$ cat config.mk
export PLATFORM = sky130hd
export DESIGN_NAME = btn_step_gen
export DESIGN_NICKNAME = d
export VERILOG_FILES = /design/src/rtl/btn_step_gen.sv
export SDC_FILE = /design/constraint.sdc
export NUM_CORES = 1
export LEC_CHECK = 0
export BUFFER_PORTS_ARGS = -buffer_cell sky130_fd_sc_hd__buf_4
export CAP_MARGIN = 40
export CORE_MARGIN = 3
export CORE_UTILIZATION = 65
export CTS_CLUSTER_DIAMETER = 120
export DETAILED_ROUTE_END_ITERATION = 8
export PLACE_DENSITY = 0.87
export REMOVE_ABC_BUFFERS = 1
export SLEW_MARGIN = 10
export SYNTH_ARGS = -nofsm -noshare
export SYNTH_HDL_FRONTEND = slang
export SYNTH_SLANG_ARGS = --single-unit
$ cat constraint.sdc
create_clock -name clk -period 5.8 [get_ports clk]
set_clock_uncertainty 0.05 [all_clocks]
set_input_delay 0.58 -clock clk [delete_from_list [all_inputs] [get_ports clk]]
set_output_delay 0.58 -clock clk [all_outputs]
set_load 0.05 [all_outputs]
$ cat src/rtl/btn_step_gen.sv
// btn_step_gen: two-button (up/down) step generator.
// Each raw button is synchronized, then debounced. A four-state FSM driven by
// the debounced levels turns presses into single-cycle add/sub steps, with a
// hold-to-repeat feature.
// Optional build macro BTN_STEP_GEN_ACCEL_EN: after 8 consecutive auto-repeat
// steps the repeat spacing drops to a quarter of REPEAT_PERIOD_CYC.
module btn_step_gen #(
  parameter int DEBOUNCE_CYC      = 250000,
  parameter int REPEAT_DELAY_CYC  = 12500000,
  parameter int REPEAT_PERIOD_CYC = 2500000
) (
  input  logic       clk,
  input  logic       rst,
  input  logic [1:0] btn,
  output logic       add,
  output logic       sub,
  output logic [1:0] held
);

  localparam int MAX_RPT = (REPEAT_DELAY_CYC > REPEAT_PERIOD_CYC) ? REPEAT_DELAY_CYC : REPEAT_PERIOD_CYC;
  localparam int MAX_CYC = (MAX_RPT > DEBOUNCE_CYC) ? MAX_RPT : DEBOUNCE_CYC;
  localparam int TW      = $clog2(MAX_CYC + 1);
  localparam int DW      = $clog2(DEBOUNCE_CYC + 1);

  localparam logic [DW-1:0] DB_LAST    = DW'(DEBOUNCE_CYC - 1);
  localparam logic [TW-1:0] T_DELAY    = TW'(REPEAT_DELAY_CYC);
  localparam logic [TW-1:0] T_PERIOD   = TW'(REPEAT_PERIOD_CYC);
  localparam logic [TW-1:0] T_ONE      = TW'(1);

  typedef enum logic [1:0] {IDLE, DELAY, REPEAT, LOCK} state_t;

  logic [1:0] sync1_q, sync2_q;
  logic [1:0] held_q;

  // Two-flop synchronizer on the raw buttons.
  always_ff @(posedge clk or negedge rst) begin
    if (!rst) begin
      sync1_q <= 2'b00;
      sync2_q <= 2'b00;
    end else begin
      sync1_q <= btn;
      sync2_q <= sync1_q;
    end
  end

  // Independent debounce per button: count cycles the synchronized level has
  // differed from the accepted level; any return to the accepted level restarts.
  genvar gi;
  generate
    for (gi = 0; gi < 2; gi++) begin : g_db
      logic [DW-1:0] cnt_q, cnt_d;
      logic          lvl_q, lvl_d;

      // Next debounce count and accepted level for this button.
      always_comb begin
        cnt_d = '0;
        lvl_d = lvl_q;
        if (sync2_q[gi] != lvl_q) begin
          if (cnt_q == DB_LAST) begin
            lvl_d = sync2_q[gi];
          end else begin
            cnt_d = cnt_q + DW'(1);
          end
        end
      end

      // Debounce counter and accepted level registers.
      always_ff @(posedge clk or negedge rst) begin
        if (!rst) begin
          cnt_q <= '0;
          lvl_q <= 1'b0;
        end else begin
          cnt_q <= cnt_d;
          lvl_q <= lvl_d;
        end
      end

      assign held_q[gi] = lvl_q;
    end
  endgenerate

  state_t        state_q, state_d;
  logic [TW-1:0] timer_q, timer_d;
  logic          dir_q, dir_d;     // 0 = up (add), 1 = down (sub)
  logic          add_q, add_d;
  logic          sub_q, sub_d;
  logic [1:0]    active;
  logic          expire;
  logic [TW-1:0] period_load;

  assign active = dir_q ? 2'b10 : 2'b01;
  assign expire = (timer_q <= T_ONE);

`ifdef BTN_STEP_GEN_ACCEL_EN
  logic [3:0] rep_cnt_q, rep_cnt_d;

  // Count consecutive auto-repeat steps; cleared whenever the FSM is not repeating.
  always_comb begin
    rep_cnt_d = rep_cnt_q;
    if (state_q == IDLE || state_q == LOCK) begin
      rep_cnt_d = 4'd0;
    end else if (held_q == active && expire && rep_cnt_q < 4'd8) begin
      rep_cnt_d = rep_cnt_q + 4'd1;
    end
  end

  // Acceleration counter register.
  always_ff @(posedge clk or negedge rst) begin
    if (!rst) rep_cnt_q <= 4'd0;
    else      rep_cnt_q <= rep_cnt_d;
  end

  assign period_load = (rep_cnt_d >= 4'd8) ? TW'(REPEAT_PERIOD_CYC / 4) : T_PERIOD;
`else
  assign period_load = T_PERIOD;
`endif

  // FSM state register together with the timer, direction and step outputs.
  always_ff @(posedge clk or negedge rst) begin
    if (!rst) begin
      state_q <= IDLE;
      timer_q <= '0;
      dir_q   <= 1'b0;
      add_q   <= 1'b0;
      sub_q   <= 1'b0;
    end else begin
      state_q <= state_d;
      timer_q <= timer_d;
      dir_q   <= dir_d;
      add_q   <= add_d;
      sub_q   <= sub_d;
    end
  end

  // Next-state logic; a direct switch to the other button leaves via IDLE.
  always_comb begin
    state_d = state_q;
    case (state_q)
      IDLE: begin
        if (held_q == 2'b11)      state_d = LOCK;
        else if (held_q != 2'b00) state_d = DELAY;
      end
      DELAY, REPEAT: begin
        if (held_q == 2'b11)        state_d = LOCK;
        else if (held_q != active)  state_d = IDLE;
        else if (expire)            state_d = REPEAT;
      end
      LOCK: begin
        if (held_q == 2'b00) state_d = IDLE;
      end
      default: state_d = IDLE;
    endcase
  end

  // Step pulses, timer reloads and latched direction.
  always_comb begin
    add_d   = 1'b0;
    sub_d   = 1'b0;
    dir_d   = dir_q;
    timer_d = (timer_q != '0) ? (timer_q - T_ONE) : '0;
    case (state_q)
      IDLE: begin
        if (held_q == 2'b01 || held_q == 2'b10) begin
          dir_d   = held_q[1];
          add_d   = ~held_q[1];
          sub_d   = held_q[1];
          timer_d = T_DELAY;
        end
      end
      DELAY, REPEAT: begin
        if (held_q == active && expire) begin
          add_d   = ~dir_q;
          sub_d   = dir_q;
          timer_d = period_load;
        end
      end
      default: ;
    endcase
  end

  assign add  = add_q;
  assign sub  = sub_q;
  assign held = held_q;

endmodule

==> flow_summary.ini, run 1 <==
[die]
io_pins = 8
rows = 26
fp.dieH_microns = 80.2
start_util = 0.687
coreArea_sq_um = 5200
die_area_sq_um = 6430
die_x_microns = 80.2

[outcome]
status = completed

[setup_path]
slowest_delay_ns = 0.63
cp_slowest_cell = or4b_4
cpLargestDelayFamily = simple AND/OR/NAND/NOR gates
critPathKind = flip-flop to flip-flop
crit_buf_inv = 0
cp.depth = 5
critPathCaptureType = flip-flop
regToRegEndpoint = timer_q[13]
crit_fanout = 6
reg2reg_from = timer_q[10]
ff2ff_path_depth = 5
startpoint_type = flip-flop
r2r_slack_ns = 3.62
crit_path_cell_trace = nor4_2 > nand4_1 > or4b_4 > and2_4 > o21ai_0
cp_data_required_time_ns = 6.00
crit_end = timer_q[13]
crit_start = timer_q[10]
crit_arrival_ns = 2.38

[sta]
final-max-slew-violation-count = 0
max_slew_margin = 0.558
max_freq_mhz = 459
holdWs_ns = 0.291
finalSetupViolations = 0
hold_viol_final = 0
worstMarginPinSlew_ns = 0.663
worst_slack_ns = 3.62
period_needed_ns = 2.18
period_share = 0.376
rsz0062_at_grt = no
fin_setup_tns_ns = 0

[global_route]
grt_pass1_wl_microns = 11800
grt_max_degree = 72
grt_use_total = 0.239
grt_pass1_vias = 2691
antenna_found_initial = 0
grt_overflow = 0

[flow_run]
cap_violations = 0

[worst_hold_path]
hold_path_class = input port to flip-flop

[clock_network]
clock_sinks = 71
post_cts_buffers = 0
cts-root-buf = clkbuf_8
cts_tree = yes
clk_latency_ns = 0.35
cts.htree.levels = 3
clkSlewWorstSetupHoldPaths_ns = 0.07
cts_resized = 0
ctsHoldBuffers = 0
cts_inserted_buffers = 9
clock_tree.buffer_depth = 2

[placed_design]
gp_congestion = 0.860
dpl.hpwl_microns = 4480
numPlacedInstances = 431
post-place-ws_ns = 3.68
io_buffers = 7

[synth]
synth.area.top_cells = dfrtp_1 (50%), xnor2_1 (7.8%), nor2_1 (6.8%), xor2_1 (5.6%), ha_1 (4.6%)
seq_area_frac_synth = 0.497
synth-edff-count = 0
synth.largest_area_cell = dfrtp_1
ys.flop_type = dfrtp_1
synthArstFlopShare = 1.00
syn_area_per_cell_sq_um = 9.90
synth_area_sq_um = 3570
synth-warning-count = 0
synth_seq_cells = 71
yosysTopAreaCellShare = 0.497
synth_cell_type_count = 41
syn_inst = 361

[pwr]
power.density_nw_per_um2 = 242
p_leak_uw = 0.00186
ir_worst_vdd_uv = 208

[final_layout]
final_cells = 448
n_antenna_cell = 0
n_fill_cell = 365
drive_gt1_frac = 0.0847
nets = 391
area_delta_synth_final_pct = 9.70

[routing]
drt_wl_total_microns = 6470
drc = 0
vias = 2539
drtIter0Drc = 88
routedWlPerCell_microns = 14.4
vias_per_cell = 5.67
firstDrtPassIters = 4
ant_nets = 0
==> per-stage QoR <==
stage,area (sq um),total power [uW],util
floorplan,3530,521,-
global placement,3670,534,0.706
detailed placement,3670,535,0.706
CTS,3880,956,0.746
global route,3920,984,0.753
finish,3920,949,0.753
==> metal layers <==
| layer | vias to the layer above | share of wire | GRT usage |
|---|---|---|---|
| met5 | - | 0 | 0 |
| met3 | 12 | 0.040 | 0.0751 |
| met1 | 1224 | 0.43 | 0.287 |
| met2 | 53 | 0.51 | 0.407 |
| met4 | 0 | 0.019 | 0.0777 |
| li1 | 1250 | - | - |
==> flip-flops by register name, summed over array words and instances (netlist names) <==
register / flops
g_db.cnt_q: 36
sync1_q: 2
sub: 1
add: 1
g_db.lvl_q: 2
timer_q: 24
state_q: 2
sync2_q: 2
dir_q: 1
==> cell usage in the layout (no fill, tap or decap), types with 3 or more instances in the layout <==
| cell type | instances |
|---|---|
| mux2i_1 | 3 |
| buf_4 | 7 |
| nor4_1 | 8 |
| clkbuf_8 | 10 |
| o21ai_0 | 17 |
| xnor2_1 | 32 |
| o31ai_1 | 3 |
| nor2_1 | 65 |
| and3_1 | 3 |
| a21oi_1 | 3 |
| nand4_1 | 10 |
| inv_1 | 13 |
| ha_1 | 13 |
| nand2_1 | 27 |
| nand2b_1 | 4 |
| dfrtp_1 | 71 |
| nand3_1 | 13 |
| xor2_1 | 23 |
| and4_1 | 4 |
| nor3_1 | 13 |
==> logic make-up after synthesis <==
kind of cell / after synthesis / share of synthesized area
AO/OA/AOI/OAI: 31 / 0.0532
adder cells (fa/ha/maj): 13 / 0.0455
flip-flops: 71 / 0.497
buffers and inverters: 20 / 0.0256
AND/OR/NAND/NOR: 168 / 0.236
multiplexers: 3 / 0.00840
XOR/XNOR: 55 / 0.135
==> how the worst min path moves through the flow <==
stage | startpoint | endpoint | slack (ns) | cells past startpoint
after global placement | sync1_q[0] | sync2_q[0] | 0.29 | 0
after floorplan | rst | add | 0.23 | 0
after global routing | btn[0] | sync1_q[0] | 0.27 | 1
after CTS | btn[0] | sync1_q[0] | 0.28 | 1
after detailed placement | sync1_q[0] | sync2_q[0] | 0.29 | 0
final | btn[0] | sync1_q[0] | 0.29 | 1
==> where the power goes <==
| part | switching, uW | leakage (uW) | total, uW | internal [uW] |
|---|---|---|---|---|
| Clock | 171 | 0.000109 | 422 | 250 |
| Sequential | 4.25 | 0.000978 | 504 | 500 |
| Combinational | 16.2 | 0.000770 | 23.7 | 7.48 |
| Total | 192 | 0.00186 | 949 | 757 |
==> synthesized netlist by cell type, types with 2 or more instances <==
master / instances
and4_1: 4
nor2b_1: 2
nand3_1: 13
nor4_1: 8
and2_1: 2
buf_2: 4
mux2i_1: 3
ha_1: 13
a21o_1: 2
nand2b_1: 4
nor2_1: 65
nand2_1: 27
dfrtp_1: 71
or2_2: 2
a21oi_1: 3
xnor2_1: 32
nor3b_1: 2
nor3_1: 13
buf_4: 3
o21ai_0: 17
and3_1: 3
o31ai_1: 3
nand4_1: 10
inv_1: 13
nor4b_1: 2
xor2_1: 23
nor4_2: 2
nand3b_1: 2
==> final cells by class <==
class                      instances  area [sq um]  area share
timing repair buffer               9          90.1      0.0230
clock inverter                     4          70.1      0.0179
inverter                          13          48.8      0.0124
sequential                        71          1780       0.453
clock buffer                      11           141      0.0361
tap                               70          87.6      0.0223
multi-input combinational        270          1710       0.435
(Power assumes the default switching activity.)
==> run 2, diff against run 1 <==
--- a/config.mk
+++ b/config.mk
@@ -8,10 +8,10 @@
 export BUFFER_PORTS_ARGS = -buffer_cell sky130_fd_sc_hd__buf_4
 export CAP_MARGIN = 40
 export CORE_MARGIN = 3
-export CORE_UTILIZATION = 65
+export CORE_UTILIZATION = 62
 export CTS_CLUSTER_DIAMETER = 120
 export DETAILED_ROUTE_END_ITERATION = 8
-export PLACE_DENSITY = 0.87
+export PLACE_DENSITY = 0.84
 export REMOVE_ABC_BUFFERS = 1
 export SLEW_MARGIN = 10
 export SYNTH_ARGS = -nofsm -noshare
==> constraint.sdc (replaced) <==
create_clock -name clk -period 2.1 [get_ports clk]
set_clock_uncertainty 0.05 [all_clocks]
set_input_delay 0.21 -clock clk [delete_from_list [all_inputs] [get_ports clk]]
set_output_delay 0.21 -clock clk [all_outputs]
set_load 0.05 [all_outputs]
==> flow_summary.ini, run 2 (same netlist as run 1, synthesis figures left out) <==
[sta]
max_slew_margin = 0.692
period_needed_ns = 2.05
hold_viol_final = 0
fin_setup_tns_ns = 0
finalSetupViolations = 0
final-max-slew-violation-count = 0
period_share = 0.975
max_freq_mhz = 488
worstMarginPinSlew_ns = 0.461

[global_route]
grt_use_total = 0.209
use_met3 = 0.0329
grt_pass1_wl_microns = 10800
grt_max_degree = 38
gr-usage-met1 = 0.262
met2_usage = 0.343
grt_overflow = 0
grt_busiest_layer = met2
grt_pass1_vias = 2544
antenna_found_initial = 0

[final_layout]
largest_registers = g_db.cnt_q (36), timer_q (24)
final_common_cell = dfrtp_1
nets = 403
final_cells = 463
n_antenna_cell = 0
drive_gt1_frac = 0.118
layout_common_cells = dfrtp_1 (71), nor2_1 (64), xnor2_1 (32), nand2_1 (27), xor2_1 (23)
regArea_sq_um = 1780
area_delta_synth_final_pct = 12.5
stdcell_area_sq_um = 4020
largest_reg_flops = 36
n_fill_cell = 418
top_register = g_db.cnt_q
multi_input_area_sq_um = 1750

[placed_design]
io_buffers = 7
numPlacedInstances = 442
dpl.hpwl_microns = 4430
gp_congestion = 0.934
post_dp_cell_area_sq_um = 3750

[clock_network]
cts-root-buf = clkbuf_8
clk_latency_ns = 0.34
cts_inserted_buffers = 9
clock_sinks = 71
cts.htree.levels = 3
clkSlewWorstSetupHoldPaths_ns = 0.07
clock_tree.buffer_depth = 2
cts_tree = yes

[die]
fp.dieH_microns = 81.9
io_pins = 8
die_x_microns = 81.9
rows = 27
coreArea_sq_um = 5540
die_area_sq_um = 6710
start_util = 0.645

[worst_hold_path]
whs_path_depth = 0
hold_path_class = flip-flop to flip-flop

[setup_path]
cp_slowest_cell = dfrtp_1
crit_arrival_ns = 2.20
critPathKind = flip-flop to flip-flop
critPathCaptureType = flip-flop
cp_data_required_time_ns = 2.25
startpoint_type = flip-flop
crit_path_cell_trace = nor4_4 > nand4_1 > buf_4 > o31ai_2 > a31o_4 > a21oi_1
ff2ff_path_depth = 6
crit_fanout = 10
slowest_delay_ns = 0.45

[routing]
vias_per_cell = 5.70
ant_nets = 0
drtIter0Drc = 125
drt_wl_total_microns = 6480
drc = 0
routedWlPerCell_microns = 14.0
vias = 2641
firstDrtPassIters = 4

[pwr]
ir_worst_vdd_uv = 558
power.density_nw_per_um2 = 602
p_leak_uw = 0.00192
finalPower_uw = 2420

[flow_run]
cap_violations = 0

[outcome]
status = completed
[run 2: worst paths after layout]
check / start / endpoint / slack, ns
max in group asynchronous: rst / g_db[1].cnt_q[3] / 1.13
setup / recovery: timer_q[15] / timer_q[3] / 0.05
setup reg to reg: timer_q[15] / timer_q[3] / 0.05
hold reg to reg: sync1_q[0] / sync2_q[0] / 0.30
min in group asynchronous: rst / g_db[0].cnt_q[17] / 0.32
hold / removal: sync1_q[0] / sync2_q[0] / 0.30
[run 2: timing repair]
action / in CTS / in global routing
resized for setup: 0 / 8
hold endpoints to repair: 38 / 0
buffers inserted: 0 / 2
setup endpoints to repair: 0 / 23
hold buffers: 3 / 0
[run 2: through the flow]
stage	setup slack [ns]	hold WS, ns	utilization
2_1_floorplan	-0.124	-0.136	-
3_3_place_gp	0.160	0.148	0.678
3_5_place_dp	0.0584	0.154	0.678
4_1_cts	0.0490	0.301	0.715
5_1_grt	-0.0481	0.309	0.726
6_report	0.0527	0.300	0.726
[run 2: where the power goes]
| group | internal (uW) | switching, uW | leakage [uW] |
|---|---|---|---|
| Clock | 490 | 472 | 0.0000894 |
| Sequential | 1380 | 10.2 | 0.000978 |
| Combinational | 22.7 | 45.5 | 0.000851 |
[run 2: routing by layer]
| layer | wire (microns) | vias to the layer above |
|---|---|---|
| met3 | 192 | 23 |
| met5 | 0 | - |
| met2 | 3130 | 55 |
| li1 | - | 1273 |
| met1 | 2970 | 1290 |
| met4 | 196 | 0 |
[run 2: area by class of cell]
| cell class | instances | area share |
|---|---|---|
| clock buffers | 13 | 0.0395 |
| clock inverters | 3 | 0.00435 |
| inverters | 13 | 0.0121 |
| multi-input cells | 270 | 0.436 |
| flip-flops and latches | 71 | 0.442 |
| well taps | 72 | 0.0224 |
| repair buffers | 21 | 0.0442 |
[run 2: worst max-delay path, delay by kind of cell, from the launching register on]
kind,cells,cell delay (ns)
compound gates,3,0.67
simple gates,2,0.55
buf+inv,1,0.20
flops,1,0.45
